**src/rtl/banked_ram_scheduler_pkg.sv**
```systemverilog
// Shared parameter defaults and types for the banked RAM scheduler and its
// users (banked_ram and friends import the same defaults from here).
package banked_ram_scheduler_pkg;

   localparam int BRS_TAG_W      = 2;
   localparam int BRS_DATA_WIDTH = 16;
   localparam int BRS_ADDR_WIDTH = 13;
   localparam int BRS_CNT_W      = 16;

   typedef enum logic [0:0] {
      PRIO_A = 1'b0,
      PRIO_B = 1'b1
   } prio_e;

endpackage

```
**src/rtl/banked_ram_scheduler_if.sv**
```systemverilog
// Requester and RAM-port signal bundle for the banked RAM scheduler.
// The slave modport is the scheduler's view; master is the environment's view.
interface banked_ram_scheduler_if
   import banked_ram_scheduler_pkg::*;
#(
   parameter int DATA_WIDTH = BRS_DATA_WIDTH,
   parameter int ADDR_WIDTH = BRS_ADDR_WIDTH
);
   logic                  req_valid_a, req_valid_b;
   logic                  req_ready_a, req_ready_b;
   logic                  req_wr_a, req_wr_b;
   logic [ADDR_WIDTH-1:0] req_addr_a, req_addr_b;
   logic [DATA_WIDTH-1:0] req_wdata_a, req_wdata_b;
   logic                  rsp_valid_a, rsp_valid_b;
   logic [DATA_WIDTH-1:0] rsp_data_a, rsp_data_b;

   logic                  s_read_req_a, s_read_req_b;
   logic [ADDR_WIDTH-1:0] s_read_addr_a, s_read_addr_b;
   logic [DATA_WIDTH-1:0] s_read_data_a, s_read_data_b;
   logic                  s_write_req_a, s_write_req_b;
   logic [ADDR_WIDTH-1:0] s_write_addr_a, s_write_addr_b;
   logic [DATA_WIDTH-1:0] s_write_data_a, s_write_data_b;

   modport slave (
      input  req_valid_a, req_valid_b, req_wr_a, req_wr_b,
      input  req_addr_a, req_addr_b, req_wdata_a, req_wdata_b,
      input  s_read_data_a, s_read_data_b,
      output req_ready_a, req_ready_b, rsp_valid_a, rsp_valid_b,
      output rsp_data_a, rsp_data_b,
      output s_read_req_a, s_read_req_b, s_read_addr_a, s_read_addr_b,
      output s_write_req_a, s_write_req_b, s_write_addr_a, s_write_addr_b,
      output s_write_data_a, s_write_data_b
   );

   modport master (
      output req_valid_a, req_valid_b, req_wr_a, req_wr_b,
      output req_addr_a, req_addr_b, req_wdata_a, req_wdata_b,
      output s_read_data_a, s_read_data_b,
      input  req_ready_a, req_ready_b, rsp_valid_a, rsp_valid_b,
      input  rsp_data_a, rsp_data_b,
      input  s_read_req_a, s_read_req_b, s_read_addr_a, s_read_addr_b,
      input  s_write_req_a, s_write_req_b, s_write_addr_a, s_write_addr_b,
      input  s_write_data_a, s_write_data_b
   );
endinterface

```
**src/rtl/banked_ram_scheduler_rr_arbiter_2.sv**
```systemverilog
// Two-way round-robin arbiter: grants everything when there is no conflict,
// and on a conflict grants the priority holder and hands priority over.
module rr_arbiter_2
   import banked_ram_scheduler_pkg::*;
(
   input  logic clk,
   input  logic reset,
   input  logic req_a_i,
   input  logic req_b_i,
   input  logic conflict_i,
   output logic grant_a_o,
   output logic grant_b_o,
   output logic prio_b_o
);
   prio_e prio_q, prio_d;

   // Grant decode and priority hand-over; reset masks every grant.
   always_comb begin
      prio_d    = prio_q;
      grant_a_o = 1'b0;
      grant_b_o = 1'b0;
      if (reset) begin
         grant_a_o = 1'b0;
         grant_b_o = 1'b0;
      end else if (conflict_i) begin
         grant_a_o = (prio_q == PRIO_A);
         grant_b_o = (prio_q == PRIO_B);
         prio_d    = (prio_q == PRIO_A) ? PRIO_B : PRIO_A;
      end else begin
         grant_a_o = req_a_i;
         grant_b_o = req_b_i;
      end
   end

   always_ff @(posedge clk) begin
      if (reset) begin
         prio_q <= PRIO_A;
      end else begin
         prio_q <= prio_d;
      end
   end

   assign prio_b_o = (prio_q == PRIO_B);

endmodule

```
**src/rtl/banked_ram_scheduler.sv**
```systemverilog
// Two-requester scheduler in front of a dual-port banked RAM; same-bank,
// same-direction collisions are serialized round-robin and counted.
module banked_ram_scheduler
   import banked_ram_scheduler_pkg::*;
#(
   parameter int TAG_W      = BRS_TAG_W,
   parameter int DATA_WIDTH = BRS_DATA_WIDTH,
   parameter int ADDR_WIDTH = BRS_ADDR_WIDTH,
   parameter int CNT_W      = BRS_CNT_W
) (
   input  logic                 clk,
   input  logic                 reset,
   banked_ram_scheduler_if.slave bus,
   output logic [CNT_W-1:0]     conflict_count,
   output logic                 prio_b
);
   logic [TAG_W-1:0] tag_a_s, tag_b_s;
   logic             conflict_s;
   logic             grant_a_s, grant_b_s;
   logic             rsp_valid_a_q, rsp_valid_a_d;
   logic             rsp_valid_b_q, rsp_valid_b_d;
   logic [CNT_W-1:0] cnt_q, cnt_d;

   assign tag_a_s    = bus.req_addr_a[ADDR_WIDTH-1 -: TAG_W];
   assign tag_b_s    = bus.req_addr_b[ADDR_WIDTH-1 -: TAG_W];
   // A read and a write never collide: the RAM has separate read and write ports.
   assign conflict_s = bus.req_valid_a & bus.req_valid_b &
                       (bus.req_wr_a == bus.req_wr_b) & (tag_a_s == tag_b_s);

   rr_arbiter_2 u_arb (
      .clk        (clk),
      .reset      (reset),
      .req_a_i    (bus.req_valid_a),
      .req_b_i    (bus.req_valid_b),
      .conflict_i (conflict_s),
      .grant_a_o  (grant_a_s),
      .grant_b_o  (grant_b_s),
      .prio_b_o   (prio_b)
   );

   assign bus.req_ready_a    = grant_a_s;
   assign bus.req_ready_b    = grant_b_s;
   assign bus.s_read_req_a   = grant_a_s & ~bus.req_wr_a;
   assign bus.s_read_req_b   = grant_b_s & ~bus.req_wr_b;
   assign bus.s_write_req_a  = grant_a_s & bus.req_wr_a;
   assign bus.s_write_req_b  = grant_b_s & bus.req_wr_b;
   assign bus.s_read_addr_a  = bus.req_addr_a;
   assign bus.s_read_addr_b  = bus.req_addr_b;
   assign bus.s_write_addr_a = bus.req_addr_a;
   assign bus.s_write_addr_b = bus.req_addr_b;
   assign bus.s_write_data_a = bus.req_wdata_a;
   assign bus.s_write_data_b = bus.req_wdata_b;
   assign bus.rsp_data_a     = DATA_WIDTH'(bus.s_read_data_a);
   assign bus.rsp_data_b     = DATA_WIDTH'(bus.s_read_data_b);
   assign bus.rsp_valid_a    = rsp_valid_a_q;
   assign bus.rsp_valid_b    = rsp_valid_b_q;
   assign conflict_count     = cnt_q;

   // Next-state for response valids and the saturating conflict counter.
   always_comb begin
      rsp_valid_a_d = bus.s_read_req_a;
      rsp_valid_b_d = bus.s_read_req_b;
      cnt_d         = cnt_q;
      if (conflict_s && (cnt_q != {CNT_W{1'b1}})) begin
         cnt_d = cnt_q + CNT_W'(1);
      end else begin
         cnt_d = cnt_q;
      end
   end

   always_ff @(posedge clk) begin
      if (reset) begin
         rsp_valid_a_q <= 1'b0;
         rsp_valid_b_q <= 1'b0;
         cnt_q         <= {CNT_W{1'b0}};
      end else begin
         rsp_valid_a_q <= rsp_valid_a_d;
         rsp_valid_b_q <= rsp_valid_b_d;
         cnt_q         <= cnt_d;
      end
   end

endmodule

```
**src/flat_wrapper.sv**
```systemverilog
// flat-port wrapper written by rule: the top's interface ports become plain ports
module banked_ram_scheduler_flat import banked_ram_scheduler_pkg::*;
#(
   parameter int TAG_W      = BRS_TAG_W,
   parameter int DATA_WIDTH = BRS_DATA_WIDTH,
   parameter int ADDR_WIDTH = BRS_ADDR_WIDTH,
   parameter int CNT_W      = BRS_CNT_W
)
  (clk, reset, conflict_count, prio_b, bus_req_valid_a, bus_req_valid_b, bus_req_wr_a, bus_req_wr_b, bus_req_addr_a, bus_req_addr_b, bus_req_wdata_a, bus_req_wdata_b, bus_s_read_data_a, bus_s_read_data_b, bus_req_ready_a, bus_req_ready_b, bus_rsp_valid_a, bus_rsp_valid_b, bus_rsp_data_a, bus_rsp_data_b, bus_s_read_req_a, bus_s_read_req_b, bus_s_read_addr_a, bus_s_read_addr_b, bus_s_write_req_a, bus_s_write_req_b, bus_s_write_addr_a, bus_s_write_addr_b, bus_s_write_data_a, bus_s_write_data_b);
  banked_ram_scheduler_if #(.DATA_WIDTH(DATA_WIDTH), .ADDR_WIDTH(ADDR_WIDTH)) bus_i ();
  input  logic clk;
  input  logic reset;
  output logic [CNT_W-1:0] conflict_count;
  output logic prio_b;
  input wire logic [$bits(bus_i.req_valid_a)-1:0] bus_req_valid_a;
  input wire logic [$bits(bus_i.req_valid_b)-1:0] bus_req_valid_b;
  input wire logic [$bits(bus_i.req_wr_a)-1:0] bus_req_wr_a;
  input wire logic [$bits(bus_i.req_wr_b)-1:0] bus_req_wr_b;
  input wire logic [$bits(bus_i.req_addr_a)-1:0] bus_req_addr_a;
  input wire logic [$bits(bus_i.req_addr_b)-1:0] bus_req_addr_b;
  input wire logic [$bits(bus_i.req_wdata_a)-1:0] bus_req_wdata_a;
  input wire logic [$bits(bus_i.req_wdata_b)-1:0] bus_req_wdata_b;
  input wire logic [$bits(bus_i.s_read_data_a)-1:0] bus_s_read_data_a;
  input wire logic [$bits(bus_i.s_read_data_b)-1:0] bus_s_read_data_b;
  output wire logic [$bits(bus_i.req_ready_a)-1:0] bus_req_ready_a;
  output wire logic [$bits(bus_i.req_ready_b)-1:0] bus_req_ready_b;
  output wire logic [$bits(bus_i.rsp_valid_a)-1:0] bus_rsp_valid_a;
  output wire logic [$bits(bus_i.rsp_valid_b)-1:0] bus_rsp_valid_b;
  output wire logic [$bits(bus_i.rsp_data_a)-1:0] bus_rsp_data_a;
  output wire logic [$bits(bus_i.rsp_data_b)-1:0] bus_rsp_data_b;
  output wire logic [$bits(bus_i.s_read_req_a)-1:0] bus_s_read_req_a;
  output wire logic [$bits(bus_i.s_read_req_b)-1:0] bus_s_read_req_b;
  output wire logic [$bits(bus_i.s_read_addr_a)-1:0] bus_s_read_addr_a;
  output wire logic [$bits(bus_i.s_read_addr_b)-1:0] bus_s_read_addr_b;
  output wire logic [$bits(bus_i.s_write_req_a)-1:0] bus_s_write_req_a;
  output wire logic [$bits(bus_i.s_write_req_b)-1:0] bus_s_write_req_b;
  output wire logic [$bits(bus_i.s_write_addr_a)-1:0] bus_s_write_addr_a;
  output wire logic [$bits(bus_i.s_write_addr_b)-1:0] bus_s_write_addr_b;
  output wire logic [$bits(bus_i.s_write_data_a)-1:0] bus_s_write_data_a;
  output wire logic [$bits(bus_i.s_write_data_b)-1:0] bus_s_write_data_b;
  assign bus_i.req_valid_a = bus_req_valid_a;
  assign bus_i.req_valid_b = bus_req_valid_b;
  assign bus_i.req_wr_a = bus_req_wr_a;
  assign bus_i.req_wr_b = bus_req_wr_b;
  assign bus_i.req_addr_a = bus_req_addr_a;
  assign bus_i.req_addr_b = bus_req_addr_b;
  assign bus_i.req_wdata_a = bus_req_wdata_a;
  assign bus_i.req_wdata_b = bus_req_wdata_b;
  assign bus_i.s_read_data_a = bus_s_read_data_a;
  assign bus_i.s_read_data_b = bus_s_read_data_b;
  assign bus_req_ready_a = bus_i.req_ready_a;
  assign bus_req_ready_b = bus_i.req_ready_b;
  assign bus_rsp_valid_a = bus_i.rsp_valid_a;
  assign bus_rsp_valid_b = bus_i.rsp_valid_b;
  assign bus_rsp_data_a = bus_i.rsp_data_a;
  assign bus_rsp_data_b = bus_i.rsp_data_b;
  assign bus_s_read_req_a = bus_i.s_read_req_a;
  assign bus_s_read_req_b = bus_i.s_read_req_b;
  assign bus_s_read_addr_a = bus_i.s_read_addr_a;
  assign bus_s_read_addr_b = bus_i.s_read_addr_b;
  assign bus_s_write_req_a = bus_i.s_write_req_a;
  assign bus_s_write_req_b = bus_i.s_write_req_b;
  assign bus_s_write_addr_a = bus_i.s_write_addr_a;
  assign bus_s_write_addr_b = bus_i.s_write_addr_b;
  assign bus_s_write_data_a = bus_i.s_write_data_a;
  assign bus_s_write_data_b = bus_i.s_write_data_b;
  banked_ram_scheduler #(.TAG_W(TAG_W), .DATA_WIDTH(DATA_WIDTH), .ADDR_WIDTH(ADDR_WIDTH), .CNT_W(CNT_W)) u_core (.clk(clk), .reset(reset), .bus(bus_i), .conflict_count(conflict_count), .prio_b(prio_b));
endmodule
```
**config.mk**
```make
export PLATFORM = sky130hd
export DESIGN_NAME = banked_ram_scheduler_flat
export DESIGN_NICKNAME = d
export VERILOG_FILES = /design/src/rtl/banked_ram_scheduler_pkg.sv /design/src/rtl/banked_ram_scheduler_if.sv /design/src/rtl/banked_ram_scheduler_rr_arbiter_2.sv /design/src/rtl/banked_ram_scheduler.sv /design/src/flat_wrapper.sv
export SDC_FILE = /design/constraint.sdc
export NUM_CORES = 1
export LEC_CHECK = 0
export CAP_MARGIN = 20
export CORE_AREA = 2 2 93 95
export DETAILED_ROUTE_END_ITERATION = 12
export DIE_AREA = 0 0 95 97
export PLACE_DENSITY = 0.74
export SYNTH_ARGS = -nofsm -noshare
export SYNTH_HDL_FRONTEND = slang
export SYNTH_HIERARCHICAL = 1
export SYNTH_SLANG_ARGS = --single-unit
```
**constraint.sdc**
```tcl
create_clock -name clk -period 2.7 [get_ports clk]
set_clock_uncertainty 0.15 [all_clocks]
set_input_delay 0.675 -clock clk [delete_from_list [all_inputs] [get_ports clk]]
set_output_delay 0.675 -clock clk [all_outputs]
set_load 0.005 [all_outputs]
```
==> impl_summary.md, run 1 <==
Logic synthesis
The distinct cell type count after synthesis is 33. The biggest area consumer among synthesized cells is sky130_fd_sc_hd__buf_4. The synthesized design contains 0 enable-type register cells. Of the synthesized area, sequential elements account for 0.199. The synthesized netlist net count is about 330. The cell with the most instances after synthesis is sky130_fd_sc_hd__buf_4. The share of synthesized area in the top cell type comes to 0.456. The area of the mapped netlist is 0.00191 mm².

Synthesis inferred 19 register bits. In the synthesized netlist, the number of instances is between 200 and 250. In this run the mean area of a mapped cell was between 8 and 9 µm².

By area the synthesized netlist is led by sky130_fd_sc_hd__buf_4 (46%), sky130_fd_sc_hd__dfxtp_1 (20%), sky130_fd_sc_hd__xor2_1 (4.6%). After synthesis, the most frequently instantiated cells are sky130_fd_sc_hd__buf_4 (116), sky130_fd_sc_hd__dfxtp_1 (19), sky130_fd_sc_hd__nor2_1 (16). For this run, the leading register cell type out of synthesis is sky130_fd_sc_hd__dfxtp_1. After synthesis, the share of flip-flops with an asynchronous set or reset is 0. The Yosys warning count is 6.

Die
The die is around 95 µm wide. Measured along the y axis, the die boundary spans between 90 and 100 µm. The die covers ~0.009 mm². The initial utilization of the core area, before any placement, comes to 0.235. The core region area is a little over 0.008 mm². around 240 I/O pins were placed. The number of rows created at floorplan is 33.

Route
For this block, the initial DRC count from the detailed router was 29. The overall via count from detail_route is 1,168. The detailed-route wire length is between 3000 and 4000 µm. The average routed wire per standard cell is 13.9 µm.

The number of search-and-repair iterations in the first detailed-routing pass is 4. After detailed routing, the number of vias per cell comes to 4.10. The number of nets with antenna violations after routing is 0.

The number of design rule violations left after detail routing is 0.

Clock tree
In this run the number of H-tree levels came out at 1. The longest clock path from root to sink contains 2 buffers. The clock sink count is 19. TritonCTS built the clock tree. The clock reaches the later pin of the worst-skew pair after 0.26 ns.

The library cell used as clock root buffer is sky130_fd_sc_hd__clkbuf_8. After clock tree synthesis, the clock-pin slew on the worst setup and hold paths is around 0.08 ns. TritonCTS created 3 clock buffers.

Global routing
In the global route stage, met1 resource usage came out at 0.0823. Across every metal layer, demand over resource in global routing totals 0.0824. The via count of the first global-routing pass is 1,163. For this run the aggregate overflow at the end of global routing stands at 0.

Entering global routing, the biggest net connects 18 pins. For met3 alone, demand over resource in global routing was 0.0335. The first global-routing pass estimated roughly 6000 µm of wire. In the global route stage, met2 resource usage came out at 0.139. The peak-usage layer in the global routing report is met2.

The initial antenna violation count is 0.

Timing
The hold violation count in the final report was 0. The ratio of final minimum period to clock period is 1.06. The slew at the pin closest to its max-slew limit is about 0.49 ns. The tightest slew margin relative to the limit is 0.674. The hold slack is between 0.3 and 0.4 ns. The number of setup violations in the final report is 6. The smallest clock period supported by the final layout is computed as 2.87 ns. Based on the critical path, the design can be clocked at up to around 350 MHz. Setup repair after global routing could not meet its margin everywhere. Across all setup checks in the final design, the least slack found is -0.168 ns. The max-slew violation total from the final report is 0.

Placement
The congestion estimate from routability-driven global placement came to approximately 0.8. The quantity of I/O buffers inserted on ports is 42. Once detailed placement completed, the half-perimeter wirelength came to a little over 3000 µm.

Power and ir drop
Dividing total power by cell area gives a power density of roughly 320 mW/mm². The total chip power is 0.604 mW. The peak supply drop is between 0.15 and 0.2 mV. The total leakage power is roughly 0.67 nW.

Critical path
In this design, the stage delay of the slowest critical-path cell is ~0.25 ns. At the worst endpoint, the required time is roughly 1.9 ns. The top cell family by delay on the critical path is buffers and inverters.

The most frequent cell on the critical path is sky130_fd_sc_hd__buf_4. Of all nets on the critical path, the largest fanout is 5. The total buffers and inverters traversed by the critical path is 5. STA classifies the critical path endpoint as an output pin. Traced cell by cell, the critical path runs through buf_8, xor2_4, nor4_2, buf_4, nand2b_4, a21oi_2, buf_4, buf_6, nor2b_4, buf_2.

STA classifies the critical path startpoint as an input port. For this design, the slowest cell found on the critical path is sky130_fd_sc_hd__nor4_2. The critical path in this run is classified as input port to output pin. The data arrival time of the critical path is 2.04 ns.

Cells and area
After filler insertion, the fill cell instance count of the layout stands at 873. In the final design database the tool counted roughly 280 nets. The proportion of layout cells with a drive suffix above 1 is 0.300. The number of diodes added for antenna fixing is 0.

The register area is between 300 and 400 µm². The area of the multi-input gates is slightly above 700 µm². The area growth from synthesis to layout is -2.62%.

Outcome
The checks that failed: negative setup slack. The flow ran to the end, but the final reports show violations.

Job
The max-cap check violation count is 0.

Worst hold path
The min-delay analysis places its worst path in the category flip-flop to flip-flop.
==> cells in the final DEF (no fill, tap or decap), drive strengths merged, types with 5 or more instances in the layout <==
master         count
xnor2              8
clkdlybuf4s50     28
dfxtp             19
nand3              6
nor2b              5
xor2              10
buf               34
nand4              5
nor2              16
==> worst register-to-register path: cells and delay by family (launching register included) <==
kind             cells  cell delay [ns]
flip-flops           1             0.45
multiplexers         1             0.19
AND/OR/NAND/NOR      4             1.02
==> timing repair <==
action	4_1_cts	5_1_grt
pin swaps	8	3
endpoints found under the hold margin	0	0
setup buffers	6	1
endpoints found under the setup margin	6	6
hold buffers	0	0
gates resized for setup	66	7
==> state kept, by name (all words and copies together), names as in the netlist <==
register / flops
u_core/bus.rsp_valid_a: 1
u_core/bus.rsp_valid_b: 1
u_core/conflict_count: 16
u_core/u_arb/prio_b_o: 1
==> routing by layer <==
metal,wire length (µm),vias up,share of wire
met5,0,-,0
met4,221,0,0.056
met3,380,34,0.096
met2,1970,52,0.50
met1,1380,540,0.35
li1,-,542,-
==> kinds of logic after synthesis <==
group | count (synthesis) | share of synthesized area
flip-flops | 19 | 0.199
multiplexers | 2 | 0.0105
adder cells (fa/ha/maj) | 1 | 0.00655
AND/OR/NAND/NOR | 61 | 0.206
XOR/XNOR | 18 | 0.0825
AO/OA/AOI/OAI | 9 | 0.0314
buffers and inverters | 120 | 0.464
==> power breakdown <==
group | internal, mW | switching (mW) | leakage (nW) | total (mW)
clock network | 0.104 | 0.108 | 0.0217 | 0.212
registers | 0.282 | 0.00141 | 0.153 | 0.283
logic | 0.0660 | 0.0433 | 0.493 | 0.109
==> final cells by class <==
cell class                      instances  area share
Sequential cell                        19       0.204
Inverter                                2     0.00403
Multi-Input combinational cell         91       0.387
Timing Repair Buffer                   64       0.307
Tap cell                              105      0.0706
Clock inverter                          1     0.00403
Clock buffer                            3      0.0222
==> per-stage QoR <==
stage                     TNS (ns)  cell area, µm²  std cells  setup slack [ns]   util
after CTS                   -0.618            1860        285            -0.173  0.228
after detailed placement     -5.10            1720        276            -0.914  0.211
final                       -0.647            1860        285            -0.168  0.229
after floorplan                  0            1920        230             0.102      -
after global placement       -4.85            1720        276            -0.871  0.211
after global routing         -1.13            1860        285            -0.259  0.229
==> final timing paths <==
| kind | from | end | slack [ns] | cells after the start |
|---|---|---|---|---|
| max | bus_req_addr_a[11] | bus_s_read_req_a | -0.17 | 10 |
| max reg2reg | u_core/conflict_count[8] | u_core/conflict_count[1] | 0.79 | 5 |
| min | u_core/u_arb/prio_b_o | u_core/u_arb/prio_b_o | 0.36 | 2 |
| min reg2reg | u_core/u_arb/prio_b_o | u_core/u_arb/prio_b_o | 0.36 | 2 |
No activity file was read; power rests on OpenSTA's default activity.
==> run 2, diff against run 1 <==
--- a/config.mk
+++ b/config.mk
@@ -9,6 +9,7 @@
 export CORE_AREA = 2 2 93 95
 export DETAILED_ROUTE_END_ITERATION = 12
 export DIE_AREA = 0 0 95 97
+export GPL_ROUTABILITY_DRIVEN = 0
 export PLACE_DENSITY = 0.74
 export SYNTH_ARGS = -nofsm -noshare
 export SYNTH_HDL_FRONTEND = slang
==> results of run 2 <==
No change in the layout: final DEF, timing and power equal those of run 1.
==> run 3, diff against run 2 <==
--- a/config.mk
+++ b/config.mk
@@ -6,11 +6,11 @@
 export NUM_CORES = 1
 export LEC_CHECK = 0
 export CAP_MARGIN = 20
-export CORE_AREA = 2 2 93 95
+export CORE_AREA = 2 2 92 94
 export DETAILED_ROUTE_END_ITERATION = 12
-export DIE_AREA = 0 0 95 97
+export DIE_AREA = 0 0 94 96
 export GPL_ROUTABILITY_DRIVEN = 0
-export PLACE_DENSITY = 0.74
+export PLACE_DENSITY = 0.75
 export SYNTH_ARGS = -nofsm -noshare
 export SYNTH_HDL_FRONTEND = slang
 export SYNTH_HIERARCHICAL = 1
==> constraint.sdc (replaced) <==
create_clock -name clk -period 3.4 [get_ports clk]
set_clock_uncertainty 0.15 [all_clocks]
set_input_delay 0.85 -clock clk [delete_from_list [all_inputs] [get_ports clk]]
set_output_delay 0.85 -clock clk [all_outputs]
set_load 0.005 [all_outputs]
==> impl_summary.md, run 3 (synthesized netlist as in run 1, its figures left out) <==
Outcome
Status: finished clean (was complete, but fails checks).

Critical path
The data arrival time of the critical path came to 2.34 ns (was 2.04 ns). The category of the most critical setup path is input port to output pin (unchanged). The largest driver fanout on the critical path was 3 (was 5). The kind of start point of the critical path is an input port (unchanged).

The cell with the largest stage delay on the worst path is sky130_fd_sc_hd__nor4_2 (unchanged). The delay of the slowest cell on the worst path is 0.27 ns (was 0.25 ns). The most frequent cell on the critical path is sky130_fd_sc_hd__buf_4 (unchanged).

Cell-by-cell trace of the critical path: dlygate4sd2_1, nand2_1, nor4_2, buf_4, mux2i_1, nor2_1, buf_4, buf_4, clkdlybuf4s15_1 (was buf_8, xor2_4, nor4_2, buf_4, nand2b_4, a21oi_2, buf_4, buf_6, nor2b_4, buf_2). The type of element capturing the critical path was an output pin (unchanged). The required time at the endpoint of the critical path is 2.40 ns (was 1.88 ns).

Global routing
The remaining global-route overflow was 0 (unchanged). The wire length of the first global-routing pass was 5750 µm (was 6020 µm). The largest net degree at the start of global routing is 12 (was 18). The global routing usage summed across all routing layers was 0.0816 (was 0.0824). The initial antenna violation count is 0 (unchanged).

The via count of the first global-routing pass was 1,196 (was 1,163).

Placement
The quantity of I/O buffers inserted on ports is 42 (unchanged). The pre-CTS setup slack is -0.621 ns (was -0.914 ns). The HPWL after detailed placement is 2880 µm (was 3100 µm).

Route
The overall via count from detail_route is 1,172 (was 1,168). The number of search-and-repair iterations in the first detailed-routing pass was 4 (unchanged). The iteration-0 DRC count of the detailed router is 65 (was 29).

The via density per instance is 4.13 (was 4.10). The number of design rule violations left after detail routing is 0 (unchanged). The highest metal layer with signal wires was met4 (unchanged). The met3 layer wire length in the routed design is 305 µm (was 380 µm). The number of nets with antenna violations after routing is 0 (unchanged).

The detailed-route wire length is 3790 µm (was 3950 µm). The routed metal-1 wire length is 1390 µm (was 1380 µm). The average routed wire per standard cell is 13.3 µm (was 13.9 µm). The met2 layer wire length in the routed design came to 1850 µm (was 1970 µm).

Cells and area
The number of flip-flops under the largest register name is 16 (unchanged). The proportion of layout cells with a drive suffix above 1 is 0.268 (was 0.300). Commonest cells after routing, fill and taps aside: sky130_fd_sc_hd__clkdlybuf4s50_1 (28), sky130_fd_sc_hd__buf_4 (21), sky130_fd_sc_hd__dfxtp_1 (19) (was sky130_fd_sc_hd__clkdlybuf4s50_1 (28), sky130_fd_sc_hd__buf_4 (20), sky130_fd_sc_hd__dfxtp_1 (19)). The number of filler cells placed in the layout is 868 (was 873). The area added between synthesis and finish is -3.34% (was -2.62%). The most common library cell in the layout ignoring fill and taps is sky130_fd_sc_hd__clkdlybuf4s50_1 (unchanged). The number of diodes added for antenna fixing is 0 (unchanged). The total number of nets in the final design was 277 (was 278).

Timing
The setup TNS after final layout was 0 ns (was -0.647 ns). The max-slew violation total from the final report is 0 (unchanged). The achievable clock frequency is between 200 and 300 MHz. The tightest slew margin relative to the limit is 0.665 (was 0.674). Dividing the final minimum period by the clock period gives 0.981. The shortest period the worst path allows is 3.34 ns. The final worst slack is 0.0641 ns (was -0.168 ns). The hold violation count in the final report was 0 (unchanged). The slew at the pin closest to its max-slew limit was 0.498 ns (was 0.485 ns). The number of setup violations in the final report is 0 (was 6).

Die
The boundary pin count came to 237 (unchanged). The initial standard-cell utilization of the core was 0.237 (was 0.235). The core region area is 0.00805 mm² (was 0.00813 mm²). The full die area is 0.00902 mm² (was 0.00922 mm²).

The die span in x came to 94 µm (was 95 µm). The vertical die dimension was 96 µm (was 97 µm). The number of rows created at floorplan is 33 (unchanged).

Clock tree
The clock-pin slew on the worst setup and hold paths came to 0.07 ns (was 0.08 ns). The number of buffers between clock root and the deepest sink came to 2 (unchanged). The CTS tree is yes (unchanged). The clock sink count is 19 (unchanged). The number of buffers created by CTS was 3 (unchanged). The H-tree depth reported by CTS is 1 (unchanged). The clock latency at the later pin of the worst-skew pair is 0.26 ns (about the same). The library cell used as clock root buffer is sky130_fd_sc_hd__clkbuf_8 (unchanged).

Power and ir drop
The ratio of total power to cell area is 254 mW/mm² (was 325 mW/mm²). The total leakage power was 0.657 nW (was 0.667 nW). The total chip power came to 0.469 mW (was 0.604 mW). The peak supply drop is 0.0963 mV (was 0.165 mV).

Job
The max-cap check violation count came to 0 (unchanged).

Worst hold path
The worst hold-check path type is flip-flop to flip-flop (unchanged).
[run 3: where the power goes]
part | switching (mW) | internal, mW | total (mW)
clock | 0.0783 | 0.0815 | 0.160
combinational | 0.0347 | 0.0493 | 0.0840
sequential | 0.00104 | 0.224 | 0.225
[run 3: worst max-delay path: cells and delay by family]
kind	cells	cell delay (ns)
buffers and inverters	5	0.85
muxes	1	0.19
and+or+nand+nor	3	0.44
[run 3: path summary, 6_finish.rpt]
| check | slack, ns | depth (start not counted) | from | end |
|---|---|---|---|---|
| setup / recovery | 0.06 | 9 | bus_req_valid_b | bus_req_ready_b |
| hold / removal | 0.38 | 2 | u_core/conflict_count[12] | u_core/conflict_count[12] |
| setup reg to reg | 1.50 | 6 | u_core/conflict_count[0] | u_core/conflict_count[6] |
| hold reg to reg | 0.38 | 2 | u_core/conflict_count[12] | u_core/conflict_count[12] |
[run 3: per-stage QoR]
stage	instance area, µm²	instances	util	hold slack (ns)
global placement	1700	274	0.211	0.336
global route	1850	284	0.229	0.432
finish	1850	284	0.229	0.381
detailed placement	1700	274	0.211	0.356
CTS	1830	284	0.227	0.372
floorplan	1910	230	-	0.331
[run 3: repair_timing]
action,4_1_cts,5_1_grt
pin swaps,5,5
hold buffers,0,0
gates resized for setup,45,8
endpoints found under the setup margin,6,3
buffers inserted,6,0
[run 3: area by class of cell]
cell class                 count  area [µm²]  share of cell area
multi-input combinational     91         716               0.388
timing repair buffer          63         566               0.306
sequential                    19         380               0.206
tap                          105         131              0.0711
clock buffer                   3        41.3              0.0224
inverter                       2        7.51             0.00407
clock inverter                 1        5.00             0.00271
[run 3: per-layer routing]
metal	vias to the layer above	global-route usage
met4	0	0.0773
met2	49	0.140
met5	-	0
met1	538	0.0748
li1	538	-
met3	47	0.0290
